--- src/rtl/mfi_check_pkg.sv ---
// Shared types for the MFI formal-check family: checker FSM states and the default order type.
package mfi_check_pkg;

  typedef enum logic [1:0] {
    IDLE    = 2'd0,
    WAIT    = 2'd1,
    DONE    = 2'd2,
    EXPIRED = 2'd3
  } state_e;

  localparam int ORDER_W_DFLT = 32;

  typedef logic [ORDER_W_DFLT-1:0] order_t;

endpackage

--- src/rtl/mfi_liveness_window_check_if.sv ---
// MFI retirement trace bundle: per-channel valid, order and halt.
interface mfi_liveness_window_check_if #(
  parameter int NRET    = 1,
  parameter int ORDER_W = 32
);

  logic [NRET-1:0]         mfi_valid;
  logic [NRET*ORDER_W-1:0] mfi_order;
  logic [NRET-1:0]         mfi_halt;

  modport master (output mfi_valid, output mfi_order, output mfi_halt);
  modport slave  (input  mfi_valid, input  mfi_order, input  mfi_halt);

endinterface

--- src/rtl/mfi_order_window_match.sv ---
// Compares every retiring channel against the DEPTH successor orders of inst_order.
module mfi_order_window_match #(
  parameter int NRET    = 1,
  parameter int DEPTH   = 1,
  parameter int ORDER_W = 32
) (
  input  logic [NRET-1:0]         valid_i,
  input  logic [NRET*ORDER_W-1:0] order_i,
  input  logic [NRET-1:0]         halt_i,
  input  logic [ORDER_W-1:0]      inst_order_i,
  output logic [DEPTH-1:0]        hit_o,
  output logic [DEPTH-1:0]        halt_hit_o
);

  logic [ORDER_W-1:0] target;

  // Targets wrap modulo 2^ORDER_W; a halt on the last target cannot shorten the window.
  always_comb begin
    hit_o      = '0;
    halt_hit_o = '0;
    target     = '0;
    for (int k = 0; k < DEPTH; k++) begin
      target = inst_order_i + ORDER_W'(k + 1);
      for (int c = 0; c < NRET; c++) begin
        if (valid_i[c] && (order_i[c*ORDER_W +: ORDER_W] == target)) begin
          hit_o[k] = 1'b1;
          if (halt_i[c] && (k < DEPTH - 1)) halt_hit_o[k] = 1'b1;
        end
      end
    end
  end

endmodule

--- src/rtl/mfi_liveness_window_check.sv ---
// Liveness checker: after trig, the next DEPTH orders (or up to a halt) must retire,
// optionally within MAX_WAIT cycles. inst_order_i must be held constant by the harness.
module mfi_liveness_window_check
  import mfi_check_pkg::*;
#(
  parameter  int NRET      = 1,
  parameter  int DEPTH     = 1,
  parameter  int ORDER_W   = 32,
  parameter  int MAX_WAIT  = 0,
  parameter  int ASSERT_EN = 1,
  localparam int CNT_W     = $clog2(MAX_WAIT + 2)
) (
  input  logic                 clock,
  input  logic                 reset,
  input  logic [ORDER_W-1:0]   inst_order_i,
  input  logic                 trig_i,
  input  logic                 check_i,
  mfi_liveness_window_check_if.slave mfi_if,
  output logic                 armed_o,
  output logic                 done_o,
  output logic [CNT_W-1:0]     wait_cnt_o
);

  localparam logic [CNT_W-1:0] CNT_SAT = CNT_W'(MAX_WAIT + 1);

  logic [DEPTH-1:0] hit;
  logic [DEPTH-1:0] halt_hit;
  logic [DEPTH-1:0] found_q, found_d;
  logic [DEPTH-1:0] cut_q, cut_d;
  logic [DEPTH-1:0] required;
  logic             cut_seen;
  logic             complete;
  logic             deadline_hit;

  state_e           state_q;
  logic [CNT_W-1:0] wait_cnt_q;
  logic             armed_q;
  logic             done_q;

  mfi_order_window_match #(
    .NRET    (NRET),
    .DEPTH   (DEPTH),
    .ORDER_W (ORDER_W)
  ) u_match (
    .valid_i      (mfi_if.mfi_valid),
    .order_i      (mfi_if.mfi_order),
    .halt_i       (mfi_if.mfi_halt),
    .inst_order_i (inst_order_i),
    .hit_o        (hit),
    .halt_hit_o   (halt_hit)
  );

  assign found_d = found_q | hit;
  assign cut_d   = cut_q | halt_hit;

  // A target is required only while no halt has been seen on an earlier target,
  // so the smallest halting order defines the window.
  always_comb begin
    required = '0;
    cut_seen = 1'b0;
    for (int i = 0; i < DEPTH; i++) begin
      required[i] = ~cut_seen;
      cut_seen    = cut_seen | cut_q[i];
    end
  end

  assign complete     = ((found_q & required) == required);
  assign deadline_hit = (MAX_WAIT > 0) && (wait_cnt_q == CNT_W'(MAX_WAIT));

  always_ff @(posedge clock) begin
    if (reset) begin
      found_q <= '0;
      cut_q   <= '0;
    end else begin
      found_q <= found_d;
      cut_q   <= cut_d;
    end
  end

  always_ff @(posedge clock) begin
    if (reset) begin
      state_q    <= IDLE;
      wait_cnt_q <= '0;
      armed_q    <= 1'b0;
      done_q     <= 1'b0;
    end else begin
      case (state_q)
        IDLE: begin
          if (trig_i) begin
            state_q    <= WAIT;
            wait_cnt_q <= CNT_W'(1);
            armed_q    <= 1'b1;
          end
        end
        WAIT: begin
          if (wait_cnt_q != CNT_SAT) wait_cnt_q <= wait_cnt_q + CNT_W'(1);
          if (complete) begin
            state_q <= DONE;
            done_q  <= 1'b1;
          end else if (deadline_hit) begin
            state_q <= EXPIRED;
          end
        end
        default: ;
      endcase
    end
  end

  assign armed_o    = armed_q;
  assign done_o     = done_q;
  assign wait_cnt_o = wait_cnt_q;

  generate
    if (ASSERT_EN != 0) begin : g_assert
      always @(posedge clock) begin
        if (!reset && check_i) assert (state_q == DONE || state_q == IDLE);
        if (!reset) assert (state_q != EXPIRED);
      end
    end
  endgenerate

endmodule

--- src/flat_wrapper.sv ---
// flat-port wrapper written by rule: the top's interface ports become plain ports
module mfi_liveness_window_check_flat import mfi_check_pkg::*;
#(
  parameter  int NRET      = 1,
  parameter  int DEPTH     = 1,
  parameter  int ORDER_W   = 32,
  parameter  int MAX_WAIT  = 0,
  parameter  int ASSERT_EN = 1,
  localparam int CNT_W     = $clog2(MAX_WAIT + 2)
)
  (clock, reset, inst_order_i, trig_i, check_i, armed_o, done_o, wait_cnt_o, mfi_if_mfi_valid, mfi_if_mfi_order, mfi_if_mfi_halt);
  mfi_liveness_window_check_if #(.NRET(NRET), .ORDER_W(ORDER_W)) mfi_if_i ();
  input  logic clock;
  input  logic reset;
  input  logic [ORDER_W-1:0] inst_order_i;
  input  logic trig_i;
  input  logic check_i;
  output logic armed_o;
  output logic done_o;
  output logic [CNT_W-1:0] wait_cnt_o;
  input wire logic [$bits(mfi_if_i.mfi_valid)-1:0] mfi_if_mfi_valid;
  input wire logic [$bits(mfi_if_i.mfi_order)-1:0] mfi_if_mfi_order;
  input wire logic [$bits(mfi_if_i.mfi_halt)-1:0] mfi_if_mfi_halt;
  assign mfi_if_i.mfi_valid = mfi_if_mfi_valid;
  assign mfi_if_i.mfi_order = mfi_if_mfi_order;
  assign mfi_if_i.mfi_halt = mfi_if_mfi_halt;
  mfi_liveness_window_check #(.NRET(NRET), .DEPTH(DEPTH), .ORDER_W(ORDER_W), .MAX_WAIT(MAX_WAIT), .ASSERT_EN(ASSERT_EN)) u_core (.clock(clock), .reset(reset), .inst_order_i(inst_order_i), .trig_i(trig_i), .check_i(check_i), .mfi_if(mfi_if_i), .armed_o(armed_o), .done_o(done_o), .wait_cnt_o(wait_cnt_o));
endmodule
--- config.mk ---
export PLATFORM = sky130hd
export DESIGN_NAME = mfi_liveness_window_check_flat
export DESIGN_NICKNAME = d
export VERILOG_FILES = /design/src/rtl/mfi_check_pkg.sv /design/src/rtl/mfi_liveness_window_check_if.sv /design/src/rtl/mfi_order_window_match.sv /design/src/rtl/mfi_liveness_window_check.sv /design/src/flat_wrapper.sv
export SDC_FILE = /design/constraint.sdc
export NUM_CORES = 1
export LEC_CHECK = 0
export CORE_MARGIN = 2
export CORE_UTILIZATION = 35
export DETAILED_ROUTE_END_ITERATION = 8
export GPL_TIMING_DRIVEN = 0
export PLACE_DENSITY = 0.74
export REMOVE_ABC_BUFFERS = 1
export SYNTH_ARGS = -nofsm -noshare
export SYNTH_HDL_FRONTEND = slang
export SYNTH_HIERARCHICAL = 1
export SYNTH_SLANG_ARGS = --single-unit
--- constraint.sdc ---
create_clock -name clock -period 2.81 [get_ports clock]
set_clock_uncertainty 0.2 [all_clocks]
set_input_delay 0.562 -clock clock [delete_from_list [all_inputs] [get_ports clock]]
set_output_delay 0.562 -clock clock [all_outputs]
set_load 0.01 [all_outputs]
==> metrics.cfg, run 1 <==
[logic_synthesis]
synth.avg_cell_area_um2=7.177
synth_cells=178
yosysWarnings=6
synth_area_um2=1277

[hold_path]
hp-class=reg -> reg

[power]
p_sw_share_pct=33.71
power.density_nw_per_um2=198.5
power_frac_seq_pct=21.7
p_clk_share_pct=18.8
p_int_uw=285.9
leakage_uw=0.0008044
power_switching_uw=145.4
combPwrFrac_pct=59.5
vdd_drop_max_uv=77.28

[placed_design]
gp_congestion=0.7994
place_area_um2=2028
dp.final_hpwl_mm=3.002
numPortBuffers=70

[sta]
tightest_slew_ns=0.3120
min_period_ns=2.739
whs_ns=0.2433
relSlewSlack_pct=79.05
rsz0062_at_grt=yes
min_period_over_period_pct=97.46
slew_violations=0
fin_setup_tns_ns=0
fmax_ghz=0.3652
setup_violations=0
finalHoldViolCount=0

[clock_network]
cts_buffers=3
cts_buffer_depth=2
clk_pin_slew_ns=0.05
cts_root_buf=clkbuf_4
ctsHtreeMaxLevel=1
cts.sinks=6
worst_skew_pair.late_latency_ns=0.25
cts_tree=built

[drt]
avgViaCountPerCell=5.076
drc=0
finalWirelength_mm=3.750
drtIter0Drc=68
drtPass1Iterations=4
dr_total_vias=1538
wl_per_cell_um=12.38
ant_nets=0

[finish]
final_cell_area_um2=2172
n_antenna_cell=0
fin_nets=330
drive_gt1_share_pct=14.40
area_growth_pct=70.03

[setup_path]
critical_path_required_ns=2.79
worstSetupPathType=in -> reg
critPathArrivalTime_ns=2.72
crit_path_start_kind=input port
rrSetupSlack_ns=1.59
end_kind=register
cp_max_fo=5

[floorplan]
ios=73
initial_utilization_pct=37.40
die_h_um=64.42
rows=21
die_area_um2=4149
core_um2=3416
die_w_um=64.42

[run]
max_cap_violations=0

[global_routing]
gr-total-overflow=0
grt_pass1_wl_mm=6.541
grt_max_degree=12
antenna_found_initial=0
grt_pass1_vias=1504
grtUsageTotal_pct=19.06

[status]
status=complete, no violations

==> flip-flops by register name, summed over array words and instances, names as in the netlist <==
register and flops:
u_core/armed_o 1, u_core/complete 1, u_core/done_o 1, u_core/state_q 2
u_core/wait_cnt_o 1
==> path summary, 6_finish.rpt <==
kind                     start                 to  cells after the start
min          u_core/wait_cnt_o  u_core/wait_cnt_o                      2
min reg2reg  u_core/wait_cnt_o  u_core/wait_cnt_o                      2
max           inst_order_i[10]    u_core/complete                     10
max reg2reg  u_core/state_q[0]  u_core/state_q[0]                      2
==> cell type report <==
type                    instances  area [um2]
clock buffers                   3       22.52
fillers                       321        1244
inverters                       6       22.52
multi-input cells             164        1220
flip-flops and latches          6       120.1
well taps                      46       57.56
repair buffers                 78       729.5
==> cells in the final DEF, fill, tap and decap left out, types with 2 or more instances in the layout <==
cell              n
nor3_4            2
and3_1            2
clkdlybuf4s15_1   3
nand4_1          11
inv_1             6
buf_4             8
nor4_1            4
clkbuf_4          3
nand2_1          12
nand4b_1          2
o21ai_0           7
or4_1             3
clkdlybuf4s15_2   2
o22ai_1           2
a21oi_1           6
nor2_1           15
nor3b_1           2
xor2_1           16
nor2_2            2
dfxtp_1           6
clkdlybuf4s50_1  50
nand3_2           2
nor3_1            6
nand3_1           9
nand2b_1          3
dlymetal6s2s_1    3
nor4_2            2
xnor2_1          30
clkbuf_2          4
dlygate4sd2_1     5
buf_2             3
mux2i_1           4
==> critical path: stages <==
cell and delay, ns:
clkdlybuf4s15_1 0.24, nand4_4 0.14, or4_4 0.62, nor3_4 0.17, buf_4 0.14, xnor2_1 0.05
or4_1 0.52, nor4_2 0.14, nor2_1 0.06, nor2_1 0.07
==> power by group through the flow <==
stage,Combinational (uW),Clock (uW),Sequential (uW)
2_1_floorplan,107,0,95.9
3_3_place_gp,250,0,94.8
3_5_place_dp,252,0,95.0
4_1_cts,257,84.0,93.5
5_1_grt,282,90.3,93.8
6_report,257,81.1,93.4
==> per-layer routing <==
metal  track usage [%]  routed length (um)  vias to the layer above
li1                  -                   -                      811
met1             26.43                1755                      680
met2             32.68                1811                       47
met3             1.563                 184                        0
met4             3.191                   0                        0
met5                 0                   0                        -
==> through the flow <==
step	power (uW)	util, %	setup slack [ns]	cells
2_1_floorplan	202.8	-	-0.1531	176
3_3_place_gp	344.8	59.38	-1.012	292
3_5_place_dp	347.4	59.38	-1.045	292
4_1_cts	434.3	63.77	0.01477	303
5_1_grt	466.0	63.59	-0.09562	303
6_report	431.2	63.59	0.07150	303
==> timing repair <==
action | 4_1_cts | 5_1_grt
hold buffers | 0 | 0
cloned | 0 | 0
pin swaps | 11 | 5
setup buffers | 8 | 0
endpoints found under the setup margin | 1 | 1
gates resized for setup | 46 | 18
No activity file was read; power rests on OpenSTA's default activity.
==> inputs of run 2 (changes only) <==
--- a/config.mk
+++ b/config.mk
@@ -5,11 +5,13 @@
 export SDC_FILE = /design/constraint.sdc
 export NUM_CORES = 1
 export LEC_CHECK = 0
+export ABC_AREA = 1
 export CORE_MARGIN = 2
 export CORE_UTILIZATION = 35
+export CTS_CLUSTER_DIAMETER = 40
 export DETAILED_ROUTE_END_ITERATION = 8
 export GPL_TIMING_DRIVEN = 0
-export PLACE_DENSITY = 0.74
+export PLACE_DENSITY = 0.67
 export REMOVE_ABC_BUFFERS = 1
 export SYNTH_ARGS = -nofsm -noshare
 export SYNTH_HDL_FRONTEND = slang
==> run 2 against run 1 <==
  * First-iteration DRC count grew 57%
  * Area after synthesis grew 40%
  * Setup slack gained 0.10 ns
  * Combinational power grew 11%
  * Die area grew 37%
  * Clock power grew 52%
  * Global-route usage shrank 0.30 points
==> metrics.cfg, run 2 <==
[status]
status=complete, no violations

[setup_path]
cp_max_fo=5
timing.rr.start=u_core/complete
critical_path_required_ns=2.76
rrSetupSlack_ns=1.90
endpoint=u_core/complete
crit_start=inst_order_i[9]
worstSetupPathType=in -> reg
worstReg2RegEnd=u_core/state_q[0]
crit_path_start_kind=input port
reg2regPathDepth=3
end_kind=register
critPathArrivalTime_ns=2.59

[placed_design]
numPortBuffers=70
gp_congestion=0.8642
place_area_um2=2576
dp.final_hpwl_mm=4.739

[drt]
drtIter0Drc=107
ant_nets=0
avgViaCountPerCell=4.559
finalWirelength_mm=5.328
dr_total_vias=2325
wl_per_cell_um=10.45
drc=0
drtPass1Iterations=4

[finish]
top_register=u_core/state_q
fillers=574
layout_commonest_cell=nand2_1
n_antenna_cell=0
drive_gt1_share_pct=6.591
final_cell_mix=156 x nand2_1, 67 x clkdlybuf4s50_1, 56 x inv_1
largest_register_ffs=2
area_growth_pct=48.64
final_cell_area_um2=2658
fin_nets=513

[global_routing]
grt_pass1_vias=1999
use_met2_pct=31.88
grt_use_met3_pct=1.058
grt_pass1_wl_mm=8.418
grtUsageTotal_pct=18.75
antenna_found_initial=0
gr-total-overflow=0
grt.busiest_layer=met2
grt_max_degree=10
grt_util_met1_pct=27.34

[floorplan]
core_um2=5010
die_w_um=75.48
die_area_um2=5696
die_h_um=75.48
ios=73
initial_utilization_pct=35.69
rows=26

[clock_network]
ctsHtreeMaxLevel=1
cts_root_buf=clkbuf_8
hold_buffers=0
cts_tree=built
cts.sinks=6
worst_skew_pair.late_latency_ns=0.22
clk_pin_slew_ns=0.03
cts_buffers=3
cts_buffer_depth=2

[sta]
min_period_ns=2.635
tightest_slew_ns=0.2794
relSlewSlack_pct=81.35
min_period_over_period_pct=93.76
setup_violations=0
finalHoldViolCount=0
fmax_ghz=0.3796
slew_violations=0
whs_ns=0.2439

[logic_synthesis]
synth_area_um2=1788
synth_cells=367
synth.avg_cell_area_um2=4.872
yosysWarnings=6

[hold_path]
hp-class=reg -> reg

[run]
max_cap_violations=0

[power]
power.density_nw_per_um2=188.4
vdd_drop_max_uv=243.4
leakage_uw=0.001378

run 2: worst min path at each step:
stage	startpoint	endpoint	cells after the start	slack [ns]
after floorplan	u_core/complete	u_core/complete	2	0.26
after global placement	u_core/done_o	u_core/done_o	2	0.24
after detailed placement	u_core/done_o	u_core/done_o	2	0.24
after CTS	u_core/done_o	u_core/done_o	2	0.25
after global routing	u_core/armed_o	u_core/armed_o	2	0.28
final	u_core/done_o	u_core/done_o	2	0.24
run 2: worst max-delay path, cell delays in order:
cell	delay [ns]
clkdlybuf4s50_1	0.56
nand2_1	0.13
nor2_2	0.21
nand2_1	0.14
nor2_4	0.17
nand3_2	0.10
clkinv_1	0.07
nand2_1	0.06
nand3_1	0.08
nand2_1	0.05
nor2_1	0.11
nand3_1	0.11
nor2_1	0.12
nor2_1	0.04
nor2_1	0.07
run 2: timing repair:
action                                  in CTS  in global routing
endpoints found under the setup margin       0                  1
gates resized for setup                      0                 11
buffers inserted                             0                  0
run 2: power by group:
part           switching (uW)  internal (uW)
clock                    31.7           91.5
sequential               2.25           89.5
combinational             137            149
run 2: metal layers:
layer | share of wire [%] | wire length [um]
met1 | 50 | 2654
met2 | 47 | 2492
met3 | 3.2 | 173
met4 | 0.13 | 7
met5 | 0 | 0
run 2: cell type report:
cell class	instances	area, um2	share of cell area, %
Sequential cell	6	120.1	4.520
Inverter	59	221.5	8.333
Multi-Input combinational cell	302	1479	55.65
Tap cell	70	87.58	3.296
Timing Repair Buffer	70	708.2	26.65
Clock buffer	3	41.29	1.554
run 2: stage by stage:
step	utilization (%)	setup WS [ns]	TNS (ns)	std cells	total power [uW]
after floorplan	-	0.7261	0	367	227.4
after global placement	51.42	-0.1708	-0.1708	507	371.9
after detailed placement	51.42	-0.1963	-0.1963	507	376.5
after CTS	52.25	0.02431	0	510	503.7
after global routing	53.05	-0.01151	-0.01151	510	544.8
final	53.05	0.1755	0	510	500.7
